==> config.mk <==
export PLATFORM = sky130hd
export DESIGN_NAME = pipe_ripple_adder
export DESIGN_NICKNAME = d
export VERILOG_FILES = /design/src/rtl/pipe_adder_pkg.sv /design/src/rtl/rca_slice.sv /design/src/rtl/pipe_ripple_adder.sv
export SDC_FILE = /design/constraint.sdc
export NUM_CORES = 1
export LEC_CHECK = 0
export CORE_ASPECT_RATIO = 0.75
export CORE_UTILIZATION = 40
export DETAILED_ROUTE_END_ITERATION = 6
export HOLD_SLACK_MARGIN = 0.06
export SLEW_MARGIN = 20
export SYNTH_ARGS = -nofsm -noshare
export SYNTH_HDL_FRONTEND = slang
export SYNTH_SLANG_ARGS = --single-unit
==> constraint.sdc <==
create_clock -name clk -period 3.25 [get_ports clk]
set_clock_uncertainty 0.1 [all_clocks]
set_input_delay 0.65 -clock clk [delete_from_list [all_inputs] [get_ports clk]]
set_output_delay 0.65 -clock clk [all_outputs]
set_load 0.005 [all_outputs]
==> src/rtl/pipe_adder_pkg.sv <==
// Shared constants and slice-index helpers for the pipelined ripple-carry adder.
package pipe_adder_pkg;

  localparam logic MODE_ADD = 1'b0;
  localparam logic MODE_SUB = 1'b1;

  function automatic int unsigned slice_lo(input int unsigned k, input int unsigned w);
    return k * w;
  endfunction

  function automatic int unsigned slice_hi(input int unsigned k, input int unsigned w);
    return (k + 1) * w - 1;
  endfunction

endpackage

==> src/rtl/rca_slice.sv <==
// Combinational W-bit ripple-carry adder built from per-bit xor/and/or cells.
module rca_slice #(
  parameter int unsigned W = 4
) (
  output logic         co,
  output logic [W-1:0] sum,
  input  logic [W-1:0] a,
  input  logic [W-1:0] b,
  input  logic         ci
);

  logic [W:0] c;

  assign c[0] = ci;

  for (genvar i = 0; i < W; i++) begin : g_bit
    logic p;
    assign p        = a[i] ^ b[i];
    assign sum[i]   = p ^ c[i];
    assign c[i+1]   = (a[i] & b[i]) | (p & c[i]);
  end

  assign co = c[W];

endmodule

==> src/rtl/pipe_ripple_adder.sv <==
// Pipelined ripple-carry adder/subtractor: one W-bit slice per stage, valid/ready
// handshake with back-pressure and bubble collapsing.
module pipe_ripple_adder
  import pipe_adder_pkg::*;
#(
  parameter int unsigned N      = 16,
  parameter int unsigned STAGES = 4
) (
  input  logic         clk,
  input  logic         rst_n,
  input  logic         in_valid,
  output logic         in_ready,
  input  logic [N-1:0] a0,
  input  logic [N-1:0] a1,
  input  logic         ci,
  input  logic         sub,
  output logic         out_valid,
  input  logic         out_ready,
  output logic [N-1:0] sum,
  output logic         co,
  output logic         ovf
);

  localparam int unsigned W    = N / STAGES;
  localparam int unsigned LAST = STAGES - 1;

  if ((N % STAGES) != 0) begin : g_bad_params
    $error("pipe_ripple_adder: N must be a multiple of STAGES");
  end

  logic [STAGES-1:0] valid_q, valid_d;
  logic [STAGES-1:0] carry_q, carry_d;
  logic [N-1:0]      sum_q [STAGES];
  logic [N-1:0]      sum_d [STAGES];
  logic [N-1:0]      a_q   [STAGES];
  logic [N-1:0]      a_d   [STAGES];
  logic [N-1:0]      b_q   [STAGES];
  logic [N-1:0]      b_d   [STAGES];
  logic              ovf_q, ovf_d;

  logic [STAGES-1:0] load_c, drain_c;
  logic [W-1:0]      sl_a   [STAGES];
  logic [W-1:0]      sl_b   [STAGES];
  logic [W-1:0]      sl_sum [STAGES];
  logic [STAGES-1:0] sl_ci, sl_co;
  logic [N-1:0]      b_in_c;
  logic              cin0_c;

  // Subtraction is A + ~B + 1; the incoming ci is ignored in that mode.
  assign b_in_c = (sub == MODE_SUB) ? ~a1 : a1;
  assign cin0_c = (sub == MODE_SUB) ? 1'b1 : ci;

  for (genvar k = 0; k < STAGES; k++) begin : g_stage
    localparam int unsigned LO = slice_lo(k, W);
    if (k == 0) begin : g_first
      assign sl_a[k]  = a0[LO +: W];
      assign sl_b[k]  = b_in_c[LO +: W];
      assign sl_ci[k] = cin0_c;
    end else begin : g_next
      assign sl_a[k]  = a_q[k-1][LO +: W];
      assign sl_b[k]  = b_q[k-1][LO +: W];
      assign sl_ci[k] = carry_q[k-1];
    end
    rca_slice #(.W(W)) u_slice (
      .co  (sl_co[k]),
      .sum (sl_sum[k]),
      .a   (sl_a[k]),
      .b   (sl_b[k]),
      .ci  (sl_ci[k])
    );
  end

  // Advance chain, resolved from the output back toward the input.
  always_comb begin
    load_c        = '0;
    drain_c       = '0;
    drain_c[LAST] = valid_q[LAST] & out_ready;
    for (int unsigned k = LAST; k > 0; k--) begin
      load_c[k]    = valid_q[k-1] & (~valid_q[k] | drain_c[k]);
      drain_c[k-1] = load_c[k];
    end
    load_c[0] = in_valid & (~valid_q[0] | drain_c[0]);
  end

  assign in_ready = ~valid_q[0] | drain_c[0];

  always_comb begin
    int unsigned p;
    valid_d = valid_q;
    carry_d = carry_q;
    sum_d   = sum_q;
    a_d     = a_q;
    b_d     = b_q;
    ovf_d   = ovf_q;
    p       = 0;
    for (int unsigned k = 0; k < STAGES; k++) begin
      p = (k == 0) ? 32'd0 : k - 32'd1;
      if (load_c[k]) begin
        valid_d[k] = 1'b1;
        carry_d[k] = sl_co[k];
        if (k == 0) begin
          sum_d[k] = '0;
          a_d[k]   = a0;
          b_d[k]   = b_in_c;
        end else begin
          sum_d[k] = sum_q[p];
          a_d[k]   = a_q[p];
          b_d[k]   = b_q[p];
        end
        sum_d[k][k*W +: W] = sl_sum[k];
      end else if (drain_c[k]) begin
        valid_d[k] = 1'b0;
      end
    end
    // Carry into the MSB is recovered from the MSB's own sum bit.
    if (load_c[LAST]) begin
      ovf_d = sl_co[LAST] ^ (sl_a[LAST][W-1] ^ sl_b[LAST][W-1] ^ sl_sum[LAST][W-1]);
    end
  end

  always_ff @(posedge clk or negedge rst_n) begin
    if (!rst_n) begin
      valid_q <= '0;
      carry_q <= '0;
      ovf_q   <= 1'b0;
      for (int unsigned k = 0; k < STAGES; k++) begin
        sum_q[k] <= '0;
        a_q[k]   <= '0;
        b_q[k]   <= '0;
      end
    end else begin
      valid_q <= valid_d;
      carry_q <= carry_d;
      ovf_q   <= ovf_d;
      for (int unsigned k = 0; k < STAGES; k++) begin
        sum_q[k] <= sum_d[k];
        a_q[k]   <= a_d[k];
        b_q[k]   <= b_d[k];
      end
    end
  end

  assign out_valid = valid_q[LAST];
  assign sum       = sum_q[LAST];
  assign co        = carry_q[LAST];
  assign ovf       = ovf_q;

endmodule

==> results of run 1 <==
## report_power, final
| group | internal, mW | switching [mW] |
|---|---|---|
| clock | 0.908 | 0.445 |
| combinational | 0.833 | 0.491 |
| sequential | 1.66 | 0.234 |
| total | 3.40 | 1.17 |
## final timing paths
kind / start / endpoint / cells after the start / slack, ns
min in group clk: b_q[47] / b_q[31] / 1 / 0.40
setup / recovery: sub / sum_q[51] / 8 / 0.08
max in group asynchronous: rst_n / b_q[47] / 2 / 2.16
setup reg to reg: a_q[28] / ovf / 9 / 0.69
hold / removal: rst_n / a_q[61] / 1 / 0.17
hold reg to reg: b_q[47] / b_q[31] / 1 / 0.40
## layer usage
layer / GRT usage (%) / part of all wire, % / vias up
li1: - / - / 1073
met1: 20.02 / 49 / 1153
met2: 20.97 / 45 / 35
met3: 3.879 / 4.1 / 7
met4: 5.793 / 1.3 / 0
met5: 0 / 0 / -
## synthesized netlist by cell type (all sizes together)
| master | count |
|---|---|
| o21bai | 1 |
| nand3b | 1 |
| inv | 35 |
| mux2i | 12 |
| ha | 1 |
| fa | 16 |
| and4b | 1 |
| buf | 26 |
| nor2 | 1 |
| a21boi | 1 |
| o21ai | 5 |
| mux2 | 79 |
| nand4b | 1 |
| xor2 | 11 |
| nand2b | 2 |
| xnor2 | 7 |
| dfrtp | 97 |
| nand2 | 4 |
## flip-flops by register name, indices dropped and copies added, names as in the netlist
name     flops
a_q         24
b_q         24
carry_q      4
ovf          1
sum         16
sum_q       24
valid_q      4
## kinds of logic after synthesis
group | Yosys count | share of synthesized area, %
compound gates | 7 | 1.086
xor+xnor | 18 | 3.601
flops | 97 | 55.44
simple gates | 10 | 1.400
buf+inv | 61 | 7.374
fa+ha+maj | 17 | 7.602
mux | 91 | 23.49
## through the flow
stage,setup slack [ns],instance area [µm²],TNS [ns]
floorplan,0.02339,4380,0
global placement,-0.2956,5025,-0.2956
detailed placement,-0.3095,5025,-0.3095
CTS,0.05369,5416,0
global route,0.002409,5416,0
finish,0.07677,5416,0
## area by class of cell
class / instances / area share, %
tap: 136 / 3.142
clock buffer: 9 / 4.158
inverter: 35 / 2.426
clock inverter: 7 / 3.072
multi-input combinational: 143 / 30.19
sequential: 97 / 44.81
timing repair buffer: 66 / 12.20
==> flow_metrics.tcl, run 1 <==
set metrics [dict create \
    end_kind "flop" \
    rsz0062_at_grt "false" \
    nets 407 \
    ys_ff_latch 97 \
    multiInputGateArea_um2 1635 \
    antenna_cells 0 \
    die_w_um 122.8 \
    antenna_found_initial 0 \
    setup_viol 0 \
    drv_slew 0 \
    place_inst 477 \
    crit_slowest_cell "clkdlybuf4s50_1" \
    grt_pass1_wl_mm 11.96 \
    yosysWarnings 0 \
    clock_latency_ns 0.34 \
    grt_pass1_vias 2369 \
    yosysSeqAreaShare_pct 55.44 \
    initial_core_util_pct 41.89 \
    hpwl_mm 5.145 \
    crit_fanout 4 \
    num_rows 32 \
    min_period_ns 3.173 \
    area_growth_syn_to_layout_pct 23.72 \
    viasPerCell 4.600 \
    ctsRootBufferMaster "clkbuf_16" \
    synth_top_area_share_pct 55.44 \
    syn-instance-count 301 \
    layout_common_cells "dfrtp_1, mux2_2, clkdlybuf4s50_1" \
    crit_type "input port to flop" \
    drt-pass1-iter-count 4 \
    core_region_area_um2 10450 \
    final_cell_count_no_fill 493 \
    hold_viol_final 0 \
    routed_wl_mm 7.198 \
    grt_max_degree 38 \
    vias 2268 \
    max_slew_margin_pct 67.64 \
    regArea_um2 2427 \
    drc 0 \
    crit_buf_inv 2 \
    start_kind "input port" \
    clk_pin_slew_ns 0.07 \
    post_cts_buffers 0 \
    syn_area_um2 4378 \
    cp.arrival_ns 3.30 \
    p_per_area_nw_per_um2 843.2 \
    fillers 886 \
    crit_required_ns 3.37 \
    max_stage_delay_ns 0.62 \
    cts_tree "done" \
    io_buffers 57 \
    crit_chain "clkdlybuf4s50_1, xnor2_1, fa_1, fa_1, fa_1, inv_1, fa_1, mux2_4" \
    power_mw 4.567 \
    synth.distinct_cells 23 \
    h-tree-depth 3 \
    worst_pin_slew_ns 0.4853 \
    status "finished clean" \
    cts_hold_buf 0 \
    holdWs_ns 0.1672 \
    synth_top_cells_by_area "dfrtp_1, mux2_2, fa_1" \
    drt.antenna.violating_nets 0 \
    die_area_um2 11370 \
    fin_util_pct 51.83 \
    synth_nets 356 \
    cp_top_family "adder cells" \
    numCtsBuffers 9 \
    cts_resized 0 \
    clockBufferDepth 2 \
    grt_overflow_total 0 \
    synth.avg_cell_area_um2 14.54 \
    io-pin-count 58 \
    final_common_cell "dfrtp_1" \
    timing.hold.worst.class "input port to async pin" \
    post-synth-top-area-cell "dfrtp_1" \
    fin_crit_sh_pct 97.64 \
    layout-drive-gt1-share_pct 30.25 \
    p_leak_nw 2.424 \
    clkSinkCount 97 \
    routedWlPerCell_um 14.60 \
    die_y_um 92.60 \
    track_usage_pct 14.31 \
    routabilityCongestion 0.7175 \
    detail_route.iter0.violations 114 \
    cap_violations 0 \
    fmax_mhz 315.1 \
    vdd_drop_max_v 0.0003187 \
    path_common_cell "fa_1" \
]
No activity file was read; power rests on OpenSTA's default activity.
==> run 2, diff against run 1 <==
--- a/config.mk
+++ b/config.mk
@@ -5,6 +5,7 @@
 export SDC_FILE = /design/constraint.sdc
 export NUM_CORES = 1
 export LEC_CHECK = 0
+export CAP_MARGIN = 0
 export CORE_ASPECT_RATIO = 0.75
 export CORE_UTILIZATION = 40
 export DETAILED_ROUTE_END_ITERATION = 6
==> results of run 2 <==
Final layout, timing and power as in run 1 (identical DEF).
==> run 3, diff against run 2 <==
--- a/config.mk
+++ b/config.mk
@@ -5,10 +5,10 @@
 export SDC_FILE = /design/constraint.sdc
 export NUM_CORES = 1
 export LEC_CHECK = 0
-export CAP_MARGIN = 0
 export CORE_ASPECT_RATIO = 0.75
-export CORE_UTILIZATION = 40
+export CORE_UTILIZATION = 30
 export DETAILED_ROUTE_END_ITERATION = 6
+export GPL_TIMING_DRIVEN = 0
 export HOLD_SLACK_MARGIN = 0.06
 export SLEW_MARGIN = 20
 export SYNTH_ARGS = -nofsm -noshare
==> run 3 against run 2 <==
Net effect:
- fmax grew 4.6%
- via count is 2.8% higher
- core utilization fell by 12 points
- first-iteration DRC count shrank 45%
- clock-buffer cell count stayed put
- flip-flop and latch count unchanged
- non-clock buffer count rose by 18
- final cell count is 16% higher
- critical endpoint unchanged
- largest cell class unchanged
==> flow_metrics.tcl, run 3 (synthesis results as in run 1) <==
set metrics [dict create \
    area_growth_syn_to_layout_pct 26.49 \
    cts_tree "done" \
    layout-drive-gt1-share_pct 33.60 \
    cts_hold_buf 1 \
    track_usage_pct 11.40 \
    cap_violations 0 \
    drc 0 \
    hpwl_mm 5.618 \
    drt-pass1-iter-count 4 \
    clkSinkCount 97 \
    min_period_ns 3.033 \
    p_per_area_nw_per_um2 807.9 \
    max_slew_margin_pct 64.90 \
    path_common_cell "fa_1" \
    worst_pin_slew_ns 0.5265 \
    fin_ws_ns 0.2166 \
    fillers 1360 \
    io_buffers 56 \
    vdd_drop_max_v 0.0003124 \
    drv_slew 0 \
    fin_util_pct 39.61 \
    preCtsSetupSlack_ns -0.1898 \
    hold_viol_final 0 \
    end_kind "flop" \
    initial_core_util_pct 31.31 \
    core_region_area_um2 13980 \
    routed_wl_mm 7.625 \
    clockBufferDepth 2 \
    viasPerCell 4.091 \
    die_area_um2 15090 \
    nets 425 \
    crit_required_ns 3.38 \
    final_cell_count_no_fill 570 \
    final_common_cell "dfrtp_1" \
    rsz0062_at_grt "false" \
    clk_pin_slew_ns 0.07 \
    vias 2332 \
    p_leak_nw 2.474 \
    grt_overflow_total 0 \
    io-pin-count 58 \
    num_rows 37 \
    detail_route.iter0.violations 63 \
    crit_type "input port to flop" \
    routabilityCongestion 0.6986 \
    cp.arrival_ns 3.16 \
    cts_resized 0 \
    antenna_found_initial 0 \
    holdWs_ns 0.4000 \
    start_kind "input port" \
    place_inst 553 \
    crit_slowest_cell "fa_1" \
    crit_chain "buf_2, buf_4, xnor2_1, fa_1, fa_1, fa_1, inv_1, fa_1, mux2_4" \
    setup_viol 0 \
    ctsRootBufferMaster "clkbuf_16" \
    largestRegisters "a_q: 24 flops, b_q: 24 flops, sum_q: 24 flops" \
    die_y_um 106.6 \
    max_stage_delay_ns 0.42 \
    fmax_mhz 329.7 \
    multiInputGateArea_um2 1628 \
    regArea_um2 2427 \
    routedWlPerCell_um 13.38 \
    h-tree-depth 3 \
    crit_fanout 10 \
    grt_pass1_vias 2521 \
    post_cts_buffers 0 \
    status "finished clean" \
    layout_common_cells "dfrtp_1, mux2_2, clkdlybuf4s50_1" \
    fin_crit_sh_pct 93.33 \
    grt_max_degree 80 \
    die_w_um 141.5 \
    antenna_cells 0 \
    drt.antenna.violating_nets 0 \
    grt_pass1_wl_mm 12.96 \
    clock_latency_ns 0.34 \
    numCtsBuffers 9 \
    timing.hold.worst.class "flop to flop" \
]
-- run 3: cell count changes in the layout (fill, tap and decap cells not counted), sizes merged --
cell,delta
dlygate4sd3,+1
clkinv,+3
buf,+18
inv,+2
clkinvlp,-1
clkdlybuf4s50,-1
bufinv,-4
-- run 3: cell type report --
type	count	area share [%]
clock inverters	7	1.604
repair buffers	58	10.82
clock buffers	9	4.067
multi-input cells	143	29.39
inverters	35	2.372
flip-flops and latches	97	43.83
well taps	195	4.406
plain buffers	26	3.502
-- run 3: per-stage QoR --
step                      power [mW]  TNS (ns)  instance area [µm²]
after detailed placement       3.445   -0.1898                 5214
after CTS                      4.550         0                 5538
after floorplan                2.848         0                 4380
final                          4.474         0                 5538
after global placement         3.380   -200.30                 5185
after global routing           4.801         0                 5538
-- run 3: per-layer routing --
| metal | vias up | track usage (%) | routed length, µm |
|---|---|---|---|
| li1 | 1110 | - | - |
| met1 | 1170 | 16.04 | 3879 |
| met2 | 45 | 17.01 | 3361 |
| met3 | 7 | 3.082 | 289 |
| met4 | 0 | 3.687 | 95 |
| met5 | - | 0 | 0 |
-- run 3: worst max-delay path, delay by kind of cell --
kind | cells | cell delay, ns
XOR/XNOR | 1 | 0.11
adder cells (fa/ha/maj) | 4 | 1.60
multiplexers | 1 | 0.26
buffers and inverters | 3 | 0.54
-- run 3: final timing paths --
kind,from,endpoint,slack (ns),cells past startpoint
worst max-delay path,sub,sum_q[51],0.22,9
worst min-delay path,sum_q[38],sum_q[22],0.40,1
worst max register to register,b_q[28],ovf,0.66,9
worst min register to register,sum_q[38],sum_q[22],0.40,1
max in group asynchronous,rst_n,sum_q[24],1.80,3
min in group asynchronous,rst_n,a_q[45],0.61,2
-- run 3: report_power, final --
| part | switching (mW) | internal, mW | total, mW |
|---|---|---|---|
| Sequential | 0.244 | 1.66 | 1.90 |
| Combinational | 0.527 | 0.950 | 1.48 |
| Clock | 0.485 | 0.613 | 1.10 |
